**src/rtl/config_chain_loader_pkg.sv**
```systemverilog
// Shared types and helpers for the configuration chain loader.
package config_chain_loader_pkg;

  // Loader FSM states.
  typedef enum logic [1:0] {
    StIdle,
    StFetch,
    StShift,
    StDrain
  } state_e;

  // Counter width able to hold the values 0..n inclusive.
  function automatic int unsigned cnt_width(input int unsigned n);
    return $clog2(n + 1);
  endfunction

endpackage

```
**src/rtl/config_readback_packer.sv**
```systemverilog
// Serial-to-word packer for bits returned from the chain tail. Collects one bit per
// accepted capture, presents completed words on a valid/ready port and raises stall
// when the next capture would overwrite a word the consumer has not yet taken.
module config_readback_packer
  import config_chain_loader_pkg::*;
#(
  parameter int unsigned WORD_WIDTH = 8
) (
  input  logic                  clk,
  input  logic                  rst,
  input  logic                  clear,
  input  logic                  bit_valid,
  input  logic                  bit_in,
  input  logic                  last_bit,
  output logic                  stall,
  output logic [WORD_WIDTH-1:0] rd_data,
  output logic                  rd_valid,
  input  logic                  rd_ready
);

  localparam int unsigned RbW = cnt_width(WORD_WIDTH);

  logic [WORD_WIDTH-1:0] rb_sr_q, rb_sr_d;
  logic [RbW-1:0]        rb_cnt_q, rb_cnt_d;
  logic [WORD_WIDTH-1:0] rd_data_q, rd_data_d;
  logic                  rd_valid_q, rd_valid_d;
  logic [WORD_WIDTH-1:0] merged;
  logic                  word_full;

  // The next capture closes a word, either by filling it or by taking the final chain bit.
  assign word_full = (rb_cnt_q == RbW'(WORD_WIDTH - 1)) || last_bit;
  assign stall     = rd_valid_q && !rd_ready && word_full;

  // rb_sr is kept zero above rb_cnt, so OR-ing in the new bit is enough and leaves
  // unused upper bits of a partial word at 0.
  assign merged = rb_sr_q | (WORD_WIDTH'(bit_in) << rb_cnt_q);

  // Next-state for capture register, bit counter and output word.
  always_comb begin
    rb_sr_d    = rb_sr_q;
    rb_cnt_d   = rb_cnt_q;
    rd_data_d  = rd_data_q;
    rd_valid_d = rd_valid_q;

    if (rd_valid_q && rd_ready) begin
      rd_valid_d = 1'b0;
    end

    if (clear) begin
      rb_sr_d  = '0;
      rb_cnt_d = '0;
    end else if (bit_valid) begin
      if (word_full) begin
        // A completed word replaces the one just handed off in the same cycle.
        rd_data_d  = merged;
        rd_valid_d = 1'b1;
        rb_sr_d    = '0;
        rb_cnt_d   = '0;
      end else begin
        rb_sr_d  = merged;
        rb_cnt_d = rb_cnt_q + RbW'(1);
      end
    end
  end

  // State registers with synchronous reset.
  always_ff @(posedge clk) begin
    if (rst) begin
      rb_sr_q    <= '0;
      rb_cnt_q   <= '0;
      rd_data_q  <= '0;
      rd_valid_q <= 1'b0;
    end else begin
      rb_sr_q    <= rb_sr_d;
      rb_cnt_q   <= rb_cnt_d;
      rd_data_q  <= rd_data_d;
      rd_valid_q <= rd_valid_d;
    end
  end

  assign rd_data  = rd_data_q;
  assign rd_valid = rd_valid_q;

endmodule

```
**src/rtl/config_chain_loader.sv**
```systemverilog
// Host-side driver for the serial configuration chain. Takes words on a valid/ready
// port, shifts them LSB first into the chain head with one shift strobe per bit, and
// packs the bits leaving the chain tail into readback words.
module config_chain_loader
  import config_chain_loader_pkg::*;
#(
  parameter int unsigned CHAIN_LENGTH = 64,
  parameter int unsigned WORD_WIDTH   = 8
) (
  input  logic                  Config_Clock,
  input  logic                  Config_Reset,
  input  logic                  start,
  output logic                  busy,
  output logic                  done,
  input  logic [WORD_WIDTH-1:0] cfg_data,
  input  logic                  cfg_valid,
  output logic                  cfg_ready,
  output logic                  config_out,
  output logic                  config_shift_en,
  input  logic                  config_return,
  output logic [WORD_WIDTH-1:0] rd_data,
  output logic                  rd_valid,
  input  logic                  rd_ready
);

  localparam int unsigned CNT_WIDTH = cnt_width(CHAIN_LENGTH);
  localparam int unsigned WCW       = cnt_width(WORD_WIDTH);

  state_e                state_q, state_d;
  logic [WORD_WIDTH-1:0] tx_sr_q, tx_sr_d;
  logic [CNT_WIDTH-1:0]  bits_left_q, bits_left_d;
  logic [WCW-1:0]        word_left_q, word_left_d;
  logic                  done_q, done_d;
  logic                  last_bit;
  logic                  stall;
  logic                  rb_clear;

  assign last_bit = (bits_left_q == CNT_WIDTH'(1));

  // Readback capture runs off the same shift strobe the chain sees.
  config_readback_packer #(
    .WORD_WIDTH (WORD_WIDTH)
  ) u_packer (
    .clk       (Config_Clock),
    .rst       (Config_Reset),
    .clear     (rb_clear),
    .bit_valid (config_shift_en),
    .bit_in    (config_return),
    .last_bit  (last_bit),
    .stall     (stall),
    .rd_data   (rd_data),
    .rd_valid  (rd_valid),
    .rd_ready  (rd_ready)
  );

  // Next-state and output decode for the transmit FSM.
  always_comb begin
    state_d         = state_q;
    tx_sr_d         = tx_sr_q;
    bits_left_d     = bits_left_q;
    word_left_d     = word_left_q;
    done_d          = 1'b0;
    cfg_ready       = 1'b0;
    config_out      = 1'b0;
    config_shift_en = 1'b0;
    rb_clear        = 1'b0;

    unique case (state_q)
      StIdle: begin
        if (start) begin
          state_d     = StFetch;
          bits_left_d = CNT_WIDTH'(CHAIN_LENGTH);
          rb_clear    = 1'b1;
        end
      end

      StFetch: begin
        cfg_ready = 1'b1;
        if (cfg_valid) begin
          tx_sr_d = cfg_data;
          // Final word may be partial; its bits above word_left are never shifted.
          if (32'(bits_left_q) >= WORD_WIDTH) begin
            word_left_d = WCW'(WORD_WIDTH);
          end else begin
            word_left_d = WCW'(bits_left_q);
          end
          state_d = StShift;
        end
      end

      StShift: begin
        config_out      = tx_sr_q[0];
        config_shift_en = !stall;
        if (!stall) begin
          tx_sr_d     = tx_sr_q >> 1;
          bits_left_d = bits_left_q - CNT_WIDTH'(1);
          word_left_d = word_left_q - WCW'(1);
          if (last_bit) begin
            state_d = StDrain;
          end else if (word_left_q == WCW'(1)) begin
            state_d = StFetch;
          end
        end
      end

      StDrain: begin
        // Finish once the last readback word has been taken.
        if (!rd_valid || rd_ready) begin
          state_d = StIdle;
          done_d  = 1'b1;
        end
      end

      default: state_d = StIdle;
    endcase
  end

  // State registers with synchronous reset; reset aborts any load in progress.
  always_ff @(posedge Config_Clock) begin
    if (Config_Reset) begin
      state_q     <= StIdle;
      tx_sr_q     <= '0;
      bits_left_q <= '0;
      word_left_q <= '0;
      done_q      <= 1'b0;
    end else begin
      state_q     <= state_d;
      tx_sr_q     <= tx_sr_d;
      bits_left_q <= bits_left_d;
      word_left_q <= word_left_d;
      done_q      <= done_d;
    end
  end

  assign busy = (state_q != StIdle);
  assign done = done_q;

endmodule

```
**config.mk**
```make
export PLATFORM = sky130hd
export DESIGN_NAME = config_chain_loader
export DESIGN_NICKNAME = d
export VERILOG_FILES = /design/src/rtl/config_chain_loader_pkg.sv /design/src/rtl/config_readback_packer.sv /design/src/rtl/config_chain_loader.sv
export SDC_FILE = /design/constraint.sdc
export NUM_CORES = 1
export LEC_CHECK = 0
export BUFFER_PORTS_ARGS = -buffer_cell sky130_fd_sc_hd__buf_4
export CAP_MARGIN = 0
export CORE_MARGIN = 4
export CORE_UTILIZATION = 45
export DETAILED_ROUTE_END_ITERATION = 10
export HOLD_SLACK_MARGIN = 0.02
export SYNTH_ARGS = -nofsm -noshare
export SYNTH_HDL_FRONTEND = slang
export SYNTH_HIERARCHICAL = 1
export SYNTH_SLANG_ARGS = --single-unit
```
**constraint.sdc**
```tcl
create_clock -name Config_Clock -period 4.4 [get_ports Config_Clock]
set_clock_uncertainty 0.05 [all_clocks]
set_input_delay 0.44 -clock Config_Clock [delete_from_list [all_inputs] [get_ports Config_Clock]]
set_output_delay 0.44 -clock Config_Clock [all_outputs]
set_load 0.03 [all_outputs]
```
## Word level (Yosys, flattened, before mapping)

Index checks and enable logic that the tools add are counted.

- Memory bits (read-only): 0
- Register bits after elaboration: 43
- Bits in latches: 0
- Output and inout port bits: 14
- Memories: 0
- Input bits: 14
- Memory bits (writable): 0

- Mux-type cells: 29
- Bitwise operators: 3
- Reductions and logical operators: 18
- Divide/modulo/power cells: 0
- Add/sub/neg operators: 3
- Order comparisons: 1
- Shifts and indexed selects: 1
- Equality and inequality tests: 11
- Multiply operators: 0

Operators with widths:

| kind | count |
|---|---|
| $mux 8 | 3 |
| $mux 4 | 4 |
| $pmux 8 s2 | 1 |
| $mux 7 | 2 |
| $pmux 7 s2 | 1 |
| $mux 2 | 6 |
| $mux 1 | 10 |
| $reduce_and 3->1 | 3 |
| $ne 2x2->1 const B | 4 |
| $or 8x8->8 | 1 |
| $pmux 2 s4 | 1 |
| $pmux 4 s2 | 1 |
| $shl 1x4->8 | 1 |
| $eq 7x1->1 const B | 1 |
| $ge 7x4->1 const B | 1 |
| $sub 7x1->7 const B | 1 |
| $reduce_bool 2->1 | 3 |
| $reduce_and 5->1 | 1 |
| $add 4x1->4 const B | 1 |
| $eq 2x2->1 const B | 2 |
| $eq 4x1->1 const B | 1 |
| $eq 4x3->1 const B | 1 |
| $reduce_or 2->1 | 2 |
| $sub 4x1->4 const B | 1 |
| other kinds (7) | 13 |

## Logic depth before layout (Yosys ltp)

- Depth in word-level cells: 7
- Depth in mapped cells: 12
- Depth with buffers taken out: 9

## Hierarchy

The synthesis kept the hierarchy.

Modules (own cells, without submodules):

| module | cells an instance | seq. area each (um^2) | area each (um^2) | instances |
|---|---|---|---|---|
| config_chain_loader | 148 | 440.4 | 1252.5 | 1 |
| config_readback_packer | 112 | 420.4 | 1019.7 | 1 |

## Least setup slack after synthesis

No wires, ideal clock.

- Path type: reg2reg
- Start: register bits_left_q[1]
- End: register u_packer.rb_cnt_q[3]
- Path buffers: 1
- Arrival: 2.303 ns
- Setup slack: 1.915 ns
- Cell stages (with the launch flop): 11
- Cell sequence: dfxtp_1 -> inv_1 -> ha_1 -> and3_1 -> buf_2 -> nor2_1 -> nor2_1 -> nor3b_4 -> clkinv_1 -> o21ai_0 -> a21oi_1

- Word-level cells in the longest chain between the ends: 5

Ends and longest elaborated chain:

| what | line | source |
|---|---|---|
| start, declared | config_chain_loader.sv:31 | `logic [CNT_WIDTH-1:0] bits_left_q, bits_left_d;` |
| start signal, assigned | config_chain_loader.sv:129 | `bits_left_q <= bits_left_d;` |
| $eq 7x1->1 | config_chain_loader.sv:38 | `assign last_bit = (bits_left_q == CNT_WIDTH'(1));` |
| named net last_bit | config_chain_loader.sv:34 | `logic last_bit;` |
| $logic_or 1x1->1 | config_readback_packer.sv:31 | `assign word_full = (rb_cnt_q == RbW'(WORD_WIDTH - 1)) \|\| last_bit;` |
| $logic_and 1x1->1 | config_readback_packer.sv:32 | `assign stall = rd_valid_q && !rd_ready && word_full;` |
| named net stall | config_chain_loader.sv:35 | `logic stall;` |
| $logic_not 1->1 | -- |  |
| $mux 1 | config_chain_loader.sv:68 | `unique case (state_q)` |
| named net config_shift_en | config_chain_loader.sv:19 | `output logic config_shift_en,` |
| end signal, assigned | config_readback_packer.sv:75 | `rb_cnt_q <= rb_cnt_d;` |
| end, declared | config_readback_packer.sv:24 | `logic [RbW-1:0] rb_cnt_q, rb_cnt_d;` |

The timed path passes the listed nets, and every way through them passes these cells.
A chain may end at the register's enable or synchronous reset.

## Worst setup path in the final report

- Start: register bits_left_q[1]
- End: register u_packer.rd_data_q[2], in the netlist u_packer/rd_data[2]

- Word-level cells in the longest chain between the ends: 6

Ends and longest elaborated chain:

| what | line | source |
|---|---|---|
| $eq 7x1->1 | config_chain_loader.sv:38 |  |
| named net last_bit | config_chain_loader.sv:34 |  |
| $logic_or 1x1->1 | config_readback_packer.sv:31 |  |
| $logic_and 1x1->1 | config_readback_packer.sv:32 |  |
| named net stall | config_chain_loader.sv:35 |  |
| $logic_not 1->1 | -- |  |
| $mux 1 | config_chain_loader.sv:68 |  |
| $reduce_and 3->1 (no line) | -- |  |
| end signal, assigned | config_readback_packer.sv:76 | `rd_data_q <= rd_data_d;` |
| end, declared | config_readback_packer.sv:25 | `logic [WORD_WIDTH-1:0] rd_data_q, rd_data_d;` |

The timed path passes the listed nets, and every way through them passes these cells.

==> flow_summary.json <==
{
  "status": "completed",
  "grt-ovfl-total": 0,
  "reg2reg_slack_ns": 1.51,
  "grt_pass1_wl_um": 8590,
  "wl_per_cell_um": 14.5,
  "synth.avg_cell_area_sq_um": 8.74,
  "fin_crit_sh_pct": 65.7,
  "synth_top_area_cell": "dfxtp_1",
  "yosysSeqAreaShare_pct": 37.9,
  "slowest_delay_ns": 0.66,
  "ant_nets": 0,
  "finalWirelength_um": 5040,
  "die_w_um": 79.1,
  "gp_congestion": 0.809,
  "core_area_sq_mm": 0.00482,
  "dr_total_vias": 1920,
  "drv_slew": 0,
  "drive_above_1_share_pct": 21.8,
  "synthArstFlopShare_pct": 0,
  "htreeDepth": 2,
  "finalCriticalPeriod_ns": 2.89,
  "die-area_sq_mm": 0.00625,
  "drtPass1Iterations": 4,
  "worstHoldPathType": "input port to register",
  "cts_root_buffer": "clkbuf_8",
  "grt_antenna_before_repair": 0,
  "yosys_warnings": 6,
  "cp_common_cell": "nor2_1",
  "yosys.cell_types.count": 51,
  "peakVddDrop_mv": 0.267,
  "clkTransAtPathRegs_ns": 0.09,
  "viasPerCell": 5.53,
  "path_cells": "inv_1, ha_1, and3_1, nor2_1, nor2_1, nor3b_4, nor2b_1, o21a_4, a21oi_1",
  "synth-edff-count": 0,
  "grt_start_max_net_pins": 23,
  "tightest_slew_ns": 0.717,
  "clk_latency_ns": 0.29,
  "hpwlAfterDp_um": 3600,
  "drv_cap": 0,
  "ys_ff_latch": 43,
  "slowest_stage": "nor2b_1",
  "placed_cell_area_sq_mm": 0.00245,
  "synthToLayoutAreaGrowth_pct": 13.6,
  "clockBufferDepth": 2,
  "netlist_instances": 260,
  "cts_tree": "built",
  "max_freq_ghz": 0.346,
  "die_y_um": 79.1,
  "crit_arrival_ns": 3.02,
  "fin_area_sq_mm": 0.00258,
  "synth.net_count": 279,
  "synth.most_common_cell": "dfxtp_1",
  "placementRows": 25,
  "num_antenna_cells": 0,
  "first_iter_violations": 189,
  "cts_buffers": 5,
  "rsz0062_at_grt": "false",
  "p_leak_nw": 0.982,
  "fin_setup_tns_ns": 0,
  "worstPathMaxFanout": 19,
  "slew_headroom_pct": 52.1,
  "postCtsSetupBuffers": 0,
  "n_fill_cell": 486,
  "grt_pass1_vias": 1847,
  "critPathLaunchType": "register",
  "synthTopCellsByCount": "dfxtp_1, a21oi_1, nand2_1, nor2_1, nor3_1",
  "cts_sinks": 43,
  "grt_use_total_pct": 17.2,
  "end_kind": "register",
  "path_buf_inv": 1,
  "synth_top_area_share_pct": 37.9,
  "initial_core_util_pct": 47.2,
  "post_cts_resized": 0,
  "ys.flop_type": "dfxtp_1",
  "synth_area_sq_mm": 0.00227,
  "postCtsHoldBufs": 0,
  "worstPathRequired_ns": 4.52,
  "critPathTopFamily": "simple AND/OR/NAND/NOR gates",
  "p_per_area_mw_per_mm2": 507,
  "yosys-top-cells-area": "dfxtp_1, a21oi_1, a311oi_2",
  "finalSetupViolCount": 0,
  "hold_viol": 0,
  "portBuffers": 27,
  "drc_errors": 0,
  "layout.nets": 298,
  "ios": 28,
  "path_class": "register to register"
}
report_power, final:
part / leakage [nW] / internal, mW / total (mW) / switching [mW]
combinational: 0.567 / 0.179 / 0.437 / 0.259
sequential: 0.350 / 0.448 / 0.510 / 0.0619
clock: 0.0654 / 0.227 / 0.362 / 0.135
total: 0.982 / 0.853 / 1.31 / 0.456
through the flow:
stage	util [%]	instances	power [mW]	hold slack (ns)	worst slack [ns]
finish	53.6	347	1.31	0.337	1.51
global route	53.6	347	1.40	0.342	1.21
CTS	53.6	347	1.32	0.338	1.52
detailed placement	50.8	339	0.954	0.438	1.54
global placement	50.8	339	0.953	0.436	1.54
floorplan	-	260	0.880	0.408	1.91
path summary, 6_finish.rpt:
check                        endpoint           start  cells past startpoint
setup / recovery  u_packer/rd_data[2]  bits_left_q[1]                      9
setup reg to reg  u_packer/rd_data[2]  bits_left_q[1]                      9
hold reg to reg        bits_left_q[1]  bits_left_q[1]                      2
hold / removal             tx_sr_q[7]     cfg_data[7]                      3
cell usage in the layout, fill, tap and decap left out, types with 2 or more instances in the layout:
cell       netlist  final
dfxtp_1         43     43
buf_4            3     28
a21oi_1         26     26
nor2_1          22     22
nand2_1         22     22
nor3_1          13     13
inv_1            9      9
a22oi_1          8      8
o221ai_1         8      8
nor2b_1          7      7
o21ai_0          7      7
a311oi_2         7      7
a31oi_1          6      6
or2_2            6      6
a211oi_1         5      5
ha_1             5      5
clkbuf_8         0      5
xor2_1           4      4
or2_1            4      4
and2_1           3      3
or3_1            3      3
and2b_2          3      3
nand2b_1         3      3
and3b_1          2      2
nor4_1           2      2
bufinv_16        0      2
and3b_2          2      2
nand4b_1         2      2
nand3b_1         2      2
cell type report:
| cell class | count | area (sq um) | area share (%) |
|---|---|---|---|
| clock buffers | 6 | 72.6 | 2.81 |
| well taps | 67 | 83.8 | 3.25 |
| inverters | 10 | 37.5 | 1.45 |
| multi-input cells | 191 | 1260 | 48.7 |
| clock inverters | 2 | 60.1 | 2.33 |
| repair buffers | 28 | 210 | 8.14 |
| flip-flops and latches | 43 | 861 | 33.3 |
layer usage:
layer  track usage, %  part of all wire (%)  vias to the layer above
li1                 -                     -                      980
met1             23.1                    48                      898
met2             27.3                    47                       37
met3             3.51                   4.1                        5
met4             6.19                   1.2                        0
met5                0                     0                        -
worst min-delay path: cells and delay by family:
| kind | cells | cell delay [ns] |
|---|---|---|
| simple gates | 1 | 0.07 |
| buf+inv | 1 | 0.08 |
| compound gates | 1 | 0.06 |
flip-flops by register name, summed over array words and instances (netlist names):
register,count
u_packer/rb_cnt_q,4
u_packer/rd_data,8
bits_left_q,7
tx_sr_q,8
word_left_q,4
state_q,2
u_packer/rb_sr_q,8
done,1
u_packer/rd_valid,1
cells by family after synthesis:
logic type | count (synthesis) | synth area share [%]
flops | 43 | 37.9
simple gates | 104 | 25.8
fa+ha+maj | 5 | 2.75
xor+xnor | 4 | 1.54
buf+inv | 26 | 6.83
compound gates | 78 | 25.2
No activity file was read; power rests on OpenSTA's default activity.
